**src/rtl/mux16_arbiter.sv**
```systemverilog
// -----------------------------------------------------------------------------
// mux16_arbiter
//
// Two-requester round-robin arbiter that owns a shared 16-bit 2:1 word mux.
// The winning port streams words through a one-entry registered output stage.
// A burst limit stops one port from holding the mux for more than MAX_BURST
// consecutive beats while the other port is waiting.
//
// Ports:
//   clk        in   rising-edge clock
//   rst_n      in   synchronous, active-low reset
//   a_valid    in   port A has a word
//   a_data     in   port A word
//   a_ready    out  port A word accepted when a_valid & a_ready
//   b_valid    in   port B has a word
//   b_data     in   port B word
//   b_ready    out  port B word accepted when b_valid & b_ready
//   out_valid  out  output word valid
//   out_data   out  registered mux output
//   out_ready  in   consumer accepts when out_valid & out_ready
//   sel        out  mux select, 0=A 1=B; current or last owner
//   busy       out  high while a port owns the mux
// -----------------------------------------------------------------------------
module mux16_arbiter #(
    parameter int WIDTH     = 16,
    parameter int MAX_BURST = 4,
    parameter int CNT_W     = 3
) (
    input  logic             clk,
    input  logic             rst_n,
    input  logic             a_valid,
    input  logic [WIDTH-1:0] a_data,
    output logic             a_ready,
    input  logic             b_valid,
    input  logic [WIDTH-1:0] b_data,
    output logic             b_ready,
    output logic             out_valid,
    output logic [WIDTH-1:0] out_data,
    input  logic             out_ready,
    output logic             sel,
    output logic             busy
);

    typedef enum logic [1:0] {
        IDLE  = 2'd0,
        OWN_A = 2'd1,
        OWN_B = 2'd2
    } state_e;

    localparam logic [CNT_W-1:0] MAX_CNT = CNT_W'(MAX_BURST);

    state_e             state_q, state_d;
    logic               sel_q, sel_d;
    logic               last_q, last_d;
    logic [CNT_W-1:0]   burst_cnt_q, burst_cnt_d;
    logic               out_valid_q;
    logic [WIDTH-1:0]   out_data_q;

    logic               load;
    logic               beat;
    logic               own_b;
    logic               owner_valid;
    logic               other_valid;
    logic [CNT_W-1:0]   cnt_inc;

    // The output stage can take a word when it is empty or being drained.
    assign load = !out_valid_q || out_ready;

    // Readys are gated with rst_n so nothing is accepted in a reset cycle,
    // even though the state register still holds an owner until the edge.
    assign a_ready = rst_n && (state_q == OWN_A) && load;
    assign b_ready = rst_n && (state_q == OWN_B) && load;

    assign beat        = (a_valid && a_ready) || (b_valid && b_ready);
    assign own_b       = (state_q == OWN_B);
    assign owner_valid = own_b ? b_valid : a_valid;
    assign other_valid = own_b ? a_valid : b_valid;
    assign cnt_inc     = burst_cnt_q + CNT_W'(1);

    assign out_valid = out_valid_q;
    assign out_data  = out_data_q;
    assign sel       = sel_q;
    assign busy      = (state_q != IDLE);

    // NOTE: every variable assigned here gets a default first, so no path
    // leaves it unassigned and no latch is inferred.
    always_comb begin
        state_d     = state_q;
        sel_d       = sel_q;
        last_d      = last_q;
        burst_cnt_d = burst_cnt_q;

        case (state_q)
            IDLE: begin
                if (a_valid || b_valid) begin
                    // On a tie the port that did not own last time wins.
                    sel_d       = (a_valid && b_valid) ? !last_q : b_valid;
                    last_d      = sel_d;
                    state_d     = sel_d ? OWN_B : OWN_A;
                    burst_cnt_d = '0;
                end
            end

            OWN_A, OWN_B: begin
                if (!owner_valid) begin
                    // Owner released the mux; any partial burst is dropped.
                    burst_cnt_d = '0;
                    if (other_valid) begin
                        state_d = own_b ? OWN_A : OWN_B;
                        sel_d   = !own_b;
                        last_d  = !own_b;
                    end else begin
                        state_d = IDLE;
                    end
                end else if (beat) begin
                    if (cnt_inc == MAX_CNT) begin
                        // Burst limit reached: hand over only if the other
                        // port is waiting, otherwise start a fresh burst.
                        burst_cnt_d = '0;
                        if (other_valid) begin
                            state_d = own_b ? OWN_A : OWN_B;
                            sel_d   = !own_b;
                            last_d  = !own_b;
                        end
                    end else begin
                        burst_cnt_d = cnt_inc;
                    end
                end
            end

            default: begin
                state_d = IDLE;
            end
        endcase
    end

    // NOTE: sequential state uses non-blocking assignments so every register
    // samples pre-edge values, independent of statement order.
    always_ff @(posedge clk) begin
        if (!rst_n) begin
            state_q     <= IDLE;
            sel_q       <= 1'b0;
            last_q      <= 1'b1;
            burst_cnt_q <= '0;
            out_valid_q <= 1'b0;
            out_data_q  <= '0;
        end else begin
            state_q     <= state_d;
            sel_q       <= sel_d;
            last_q      <= last_d;
            burst_cnt_q <= burst_cnt_d;
            if (beat) begin
                out_data_q  <= sel_q ? b_data : a_data;
                out_valid_q <= 1'b1;
            end else if (out_ready) begin
                out_valid_q <= 1'b0;
            end
        end
    end

endmodule

```
**config.mk**
```make
export PLATFORM = sky130hd
export DESIGN_NAME = mux16_arbiter
export DESIGN_NICKNAME = d
export VERILOG_FILES = /design/src/rtl/mux16_arbiter.sv
export SDC_FILE = /design/constraint.sdc
export NUM_CORES = 1
export LEC_CHECK = 0
export ABC_AREA = 1
export ABC_CLOCK_PERIOD_IN_PS = 3300
export CORE_MARGIN = 2
export CORE_UTILIZATION = 28
export DETAILED_ROUTE_END_ITERATION = 10
export PLACE_DENSITY = 0.57
export SLEW_MARGIN = 20
export SYNTH_ARGS = -nofsm -noshare
export SYNTH_HDL_FRONTEND = slang
export SYNTH_SLANG_ARGS = --single-unit
```
**constraint.sdc**
```tcl
create_clock -name clk -period 3.3 [get_ports clk]
set_input_delay 0.66 -clock clk [delete_from_list [all_inputs] [get_ports clk]]
set_output_delay 0.66 -clock clk [all_outputs]
set_load 0.005 [all_outputs]
```
==> impl_metrics.py, run 1 <==
metrics = {
    "clocking": {
        "cts-htree-levels": 1,
        "root_buffer": "clkbuf_8",
        "postCtsSetupRepairBufs": 0,
        "post_cts_resized": 0,
        "cts_bufs_inserted": 3,
        "max-clock-path-buffers": 2,
        "register_clock_pin_slew_on_the_reported_worst_setup_and_hold_paths_ns": 0.08,
        "clkSinkCount": 24,
        "insertion_delay_ns": 0.27,
        "cts_tree": "done",
        "cts-hold-fix-buffers": 0,
    },
    "route": {
        "route.final.wire_length_um": 3118,
        "final_antenna_net_count": 0,
        "drt-wirelength-per-cell_um": 11.18,
        "first_pass_iters": 4,
        "initialDrtViolationCount": 18,
        "vias": 1250,
        "routed_vias_inst": 4.480,
        "drc_violation_count_after_routing": 0,
    },
    "worst_setup_path": {
        "ff2ff_setup_slack_ns": 1.54,
        "rr_worst_depth": 10,
        "worst_r2r_startpoint": "state_q[0]$_SDFFE_PN0P_",
        "critical_path.startpoint_type": "input pin",
        "timing.rr.end": "state_q[0]$_SDFFE_PN0P_",
        "critical_path_class": "in -> out",
        "critPathCaptureType": "output pin",
        "worstPathRequired_ns": 2.64,
        "timing.critical_path.arrival_ns": 2.06,
        "path_max_fanout": 9,
    },
    "grt": {
        "number_of_global_route_vias_before_repair": 1187,
        "grt_start_max_net_pins": 35,
        "globalRoute.totalOverflow": 0,
        "global_route_wire_length_before_repair_um": 5133,
        "grt_antenna_before_repair": 0,
        "global_route.usage.total_pct": 11.96,
    },
    "synthesis": {
        "synth_cell_types": 24,
        "yosys_warnings": 0,
        "post_synth.cell_area_avg_um2": 8.040,
        "yosys.area.top_type": "dfxtp_1",
        "synth_top_area_share_pct": 35.36,
        "post_synth_main_area_contributors": "dfxtp_1, mux2i_1, a21oi_1",
        "ys_ff_latch": 24,
        "syn-instance-count": 169,
        "synth-seq-area-share_pct": 35.36,
        "mappedNetlistNets": 212,
        "syn_area_um2": 1359,
    },
    "place": {
        "dp.final_hpwl_um": 2417,
        "gp_routability_congestion": 0.8113,
        "portBuffers": 57,
        "place_inst": 275,
        "detailedPlace.worstSlack_ns": 0.5717,
    },
    "die": {
        "pin_count": 58,
        "initial_core_util_pct": 28.96,
        "dieHeight_um": 73.66,
        "std_cell_rows": 25,
        "die_area_um2": 5426,
        "x_dimension_of_the_die_um": 73.66,
        "placeableCoreArea_um2": 4692,
    },
    "sta": {
        "worst_slack_ns": 0.5766,
        "timing.final.hold_violations": 0,
        "worst-slew-pin-transition_ns": 0.3335,
        "grt_setup_unrepaired": "no",
        "final_period_utilization_pct": 82.53,
        "slew_viol_final": 0,
        "finalClockSkew_ns": 0.007546,
        "timing.max_slew.rel_slack_pct": 77.75,
        "final_period_minus_worst_setup_slack_ns": 2.723,
        "timing.setup.tns_ns": 0,
        "fmax_mhz": 367.2,
        "setup_viol": 0,
        "finalHoldWorstSlack_ns": 0.4759,
    },
    "finish": {
        "layout_overhead_on_the_synthesized_area_pct": 50.00,
        "drive_above_1_share_pct": 8.444,
        "fin_cells": 279,
        "fin_nets": 269,
        "number_of_diodes": 0,
    },
    "flow_run": {
        "max-cap-violations": 0,
    },
    "worst_hold_path": {
        "hold-path-endpoint": "burst_cnt_q[2]$_SDFFE_PN0P_",
        "min_path_cells": 2,
        "min-delay-path-class": "reg -> reg",
        "min-delay-start": "burst_cnt_q[2]$_SDFFE_PN0P_",
    },
    "pwr": {
        "peakVddDrop_mv": 0.2340,
        "part_of_the_total_power_dissipated_in_sequential_elements_pct": 29.5,
        "power.share.switching_pct": 36.78,
        "cellInternalPower_mw": 0.8515,
        "power_frac_clock_pct": 19.2,
        "power_density_nw_per_um2": 660.8,
        "leakagePower_nw": 0.8540,
        "combPwrFrac_pct": 51.3,
        "total_switching_power_mw": 0.4953,
    },
    "run_status": {
        "outcome": "finished clean",
    },
}
[Yosys cell counts]
cell and number:
buf_2 3, buf_4 2, nand3_4 1, dfxtp_1 24, nand2_2 3, inv_1 16
inv_2 2, o21ai_0 7, nor2_1 11, nand2_1 21, nand2_4 2, buf_6 1
nor3_1 2, nand3b_4 2, nand4_1 2, nor2_8 1, ha_1 6, mux2i_1 16
o21ai_1 16, nor2_2 2, o22ai_1 1, nand3_1 5, a21oi_1 22, clkbuf_1 1
[how the worst max path moves through the flow]
stage / start / to / slack, ns / cells past startpoint
global route: rst_n / b_ready / 0.47 / 4
CTS: rst_n / b_ready / 0.56 / 4
global placement: rst_n / b_ready / 0.61 / 4
detailed placement: rst_n / b_ready / 0.57 / 4
finish: rst_n / b_ready / 0.58 / 4
floorplan: out_ready / a_ready / 1.61 / 4
[cell usage in the layout, fill, tap and decap left out, drive strengths merged]
master	instances
a21oi	22
buf	2
bufinv	1
clkbuf	3
clkdlybuf4s50	57
dfxtp	24
ha	6
inv	18
mux2i	16
nand2	26
nand3	6
nand3b	2
nand4	2
nor2	14
nor3	2
o21ai	23
o22ai	1
[logic make-up after synthesis]
group	after synthesis	share of synthesized area, %
adder cells (fa/ha/maj)	6	5.525
buffers and inverters	25	8.287
AO/OA/AOI/OAI	46	17.04
AND/OR/NAND/NOR	52	22.01
flip-flops	24	35.36
multiplexers	16	11.79
[flip-flops by register name, indices dropped and copies added (netlist names)]
| register | count |
|---|---|
| burst_cnt_q | 3 |
| sel | 1 |
| out_valid | 1 |
| out_data | 16 |
| state_q | 2 |
| last_q | 1 |
[final cells by class]
cell class	count	area, um2
Sequential cell	24	480.5
Inverter	18	67.56
Timing Repair Buffer	59	585.6
Clock inverter	1	30.03
Tap cell	54	67.56
Clock buffer	3	41.29
Fill cell	489	2654
Multi-Input combinational cell	120	765.7
[metrics by stage]
stage,util [%],power [mW],instance area (um2)
after floorplan,-,0.8695,1359
after global placement,41.92,1.107,1967
after detailed placement,41.92,1.103,1967
after CTS,43.44,1.369,2038
after global routing,43.44,1.463,2038
final,43.44,1.347,2038
[power by group through the flow]
stage | Combinational [mW] | Clock, mW | Sequential, mW
global placement | 0.704 | 0 | 0.402
finish | 0.691 | 0.258 | 0.398
CTS | 0.701 | 0.269 | 0.399
detailed placement | 0.699 | 0 | 0.405
floorplan | 0.466 | 0 | 0.404
global route | 0.775 | 0.280 | 0.408
[routing by layer]
layer / wire length [um] / global-route usage (%) / part of all wire [%] / up-vias
li1: - / - / - / 679
met3: 186 / 3.704 / 6.0 / 2
met2: 1382 / 18.35 / 44 / 31
met1: 1541 / 16.81 / 49 / 538
met4: 8 / 1.818 / 0.26 / 0
met5: 0 / 0 / 0 / -
[critical path, cell delays in order]
cell and delay [ns]:
clkdlybuf4s50_1 0.65, nand2_1 0.13, nor2_1 0.12, clkdlybuf4s50_1 0.50
(Power assumes the default switching activity.)
==> run 2: changes to the inputs <==
--- a/config.mk
+++ b/config.mk
@@ -6,11 +6,11 @@
 export NUM_CORES = 1
 export LEC_CHECK = 0
 export ABC_AREA = 1
-export ABC_CLOCK_PERIOD_IN_PS = 3300
+export ABC_CLOCK_PERIOD_IN_PS = 2300
 export CORE_MARGIN = 2
 export CORE_UTILIZATION = 28
 export DETAILED_ROUTE_END_ITERATION = 10
-export PLACE_DENSITY = 0.57
+export PLACE_DENSITY = 0.59
 export SLEW_MARGIN = 20
 export SYNTH_ARGS = -nofsm -noshare
 export SYNTH_HDL_FRONTEND = slang
==> constraint.sdc (replaced) <==
create_clock -name clk -period 2.3 [get_ports clk]
set_input_delay 0.46 -clock clk [delete_from_list [all_inputs] [get_ports clk]]
set_output_delay 0.46 -clock clk [all_outputs]
set_load 0.005 [all_outputs]
==> impl_metrics.py, run 2 (synthesized netlist as in run 1, its figures left out) <==
metrics = {
    "clocking": {
        "cts_bufs_inserted": 3,
        "clkSinkCount": 24,
        "postCtsSetupRepairBufs": 0,
        "post_cts_resized": 0,
        "max-clock-path-buffers": 2,
        "cts-hold-fix-buffers": 0,
        "insertion_delay_ns": 0.26,
        "root_buffer": "clkbuf_8",
        "cts-htree-levels": 1,
        "cts_tree": "done",
        "register_clock_pin_slew_on_the_reported_worst_setup_and_hold_paths_ns": 0.08,
    },
    "worst_setup_path": {
        "rr_worst_depth": 12,
        "worst_r2r_startpoint": "state_q[0]$_SDFFE_PN0P_",
        "timing.critical_path.arrival_ns": 1.70,
        "timing.rr.end": "state_q[0]$_SDFFE_PN0P_",
        "critPathCaptureType": "output pin",
        "critical_path.startpoint_type": "input pin",
        "path_max_fanout": 4,
        "worstPathRequired_ns": 1.84,
        "ff2ff_setup_slack_ns": 0.57,
        "critical_path_class": "in -> out",
    },
    "sta": {
        "final_period_minus_worst_setup_slack_ns": 2.157,
        "fmax_mhz": 463.5,
        "timing.max_slew.rel_slack_pct": 78.03,
        "finalClockSkew_ns": 0.001920,
        "timing.final.hold_violations": 0,
        "final_period_utilization_pct": 93.79,
        "timing.setup.tns_ns": 0,
        "slew_viol_final": 0,
        "grt_setup_unrepaired": "no",
        "setup_viol": 0,
        "worst-slew-pin-transition_ns": 0.3295,
    },
    "die": {
        "initial_core_util_pct": 28.96,
        "placeableCoreArea_um2": 4692,
        "dieHeight_um": 73.66,
        "die_area_um2": 5426,
        "std_cell_rows": 25,
        "pin_count": 58,
        "x_dimension_of_the_die_um": 73.66,
    },
    "place": {
        "gp_routability_congestion": 0.8878,
        "dp.final_hpwl_um": 2500,
        "place_inst": 277,
        "post_dp_cell_area_um2": 1982,
        "portBuffers": 57,
    },
    "grt": {
        "number_of_global_route_vias_before_repair": 1229,
        "global_route.usage.total_pct": 12.37,
        "grt_antenna_before_repair": 0,
        "global_route_wire_length_before_repair_um": 5388,
        "grt_start_max_net_pins": 35,
        "globalRoute.totalOverflow": 0,
    },
    "worst_hold_path": {
        "hold-path-endpoint": "burst_cnt_q[2]$_SDFFE_PN0P_",
        "min-delay-path-class": "reg -> reg",
        "min-delay-start": "burst_cnt_q[2]$_SDFFE_PN0P_",
        "min_path_cells": 2,
    },
    "run_status": {
        "outcome": "finished clean",
    },
    "finish": {
        "layout_overhead_on_the_synthesized_area_pct": 49.91,
        "fin_area_um2": 2037,
        "drive_above_1_share_pct": 9.251,
        "fin_cells": 281,
        "number_of_diodes": 0,
        "fin_nets": 271,
        "final_common_cell": "clkdlybuf4s50_1",
        "mostFrequentLayoutCells": "clkdlybuf4s50_1, dfxtp_1, a21oi_1",
        "finish.utilization_pct": 43.41,
        "largest_register_ff_count": 16,
    },
    "route": {
        "drt-wirelength-per-cell_um": 11.47,
        "drc_violation_count_after_routing": 0,
        "initialDrtViolationCount": 55,
        "routed_vias_inst": 4.559,
        "route.final.wire_length_um": 3222,
        "final_antenna_net_count": 0,
        "vias": 1281,
        "first_pass_iters": 4,
    },
    "pwr": {
        "p_total_mw": 1.843,
        "leakagePower_nw": 0.8561,
        "power_density_nw_per_um2": 904.7,
        "peakVddDrop_mv": 0.3880,
    },
    "flow_run": {
        "max-cap-violations": 0,
    },
}
[run 2: cell types whose count changed in the layout (fill, tap and decap cells not counted)]
cell / delta
buf_4: +2
bufinv_16: -1
clkbuf_8: +1
[run 2: how the worst max path moves through the flow]
stage	start	to	slack, ns	cells past startpoint
after floorplan	state_q[0]$_SDFFE_PN0P_	state_q[0]$_SDFFE_PN0P_	0.77	10
after global placement	rst_n	b_ready	0.16	4
after detailed placement	rst_n	b_ready	0.14	4
after CTS	rst_n	b_ready	0.13	4
after global routing	state_q[0]$_SDFFE_PN0P_	b_ready	0.04	5
final	rst_n	b_ready	0.14	4
[run 2: metal layers]
metal / vias to the layer above / routed length (um) / GRT usage (%)
li1: 687 / - / -
met1: 555 / 1443 / 15.31
met2: 37 / 1546 / 21.53
met3: 2 / 221 / 4.115
met4: 0 / 11 / 1.212
met5: - / 0 / 0
[run 2: final cells by class]
| type | instances | area [um2] |
|---|---|---|
| fill | 496 | 2655 |
| multi-input combinational | 120 | 765.7 |
| timing repair buffer | 61 | 600.6 |
| sequential | 24 | 480.5 |
| inverter | 18 | 67.56 |
| tap | 54 | 67.56 |
| clock buffer | 4 | 55.05 |
[run 2: critical path, cell delays in order]
cell and delay [ns]:
clkdlybuf4s50_1 0.52, nand2_1 0.09, nor2_1 0.12, clkdlybuf4s50_1 0.51
[run 2: report_power, final]
part	switching [mW]	internal [mW]	leakage, nW	total [mW]
clock network	0.131	0.153	0.0288	0.284
registers	0.0572	0.514	0.196	0.571
logic	0.511	0.477	0.631	0.988
[run 2: metrics by stage]
step | worst slack [ns] | hold WS, ns
after floorplan | 0.7652 | 0.4336
after global placement | 0.1625 | 0.4597
after detailed placement | 0.1413 | 0.4626
after CTS | 0.1280 | 0.4772
after global routing | 0.04252 | 0.5048
final | 0.1427 | 0.4801
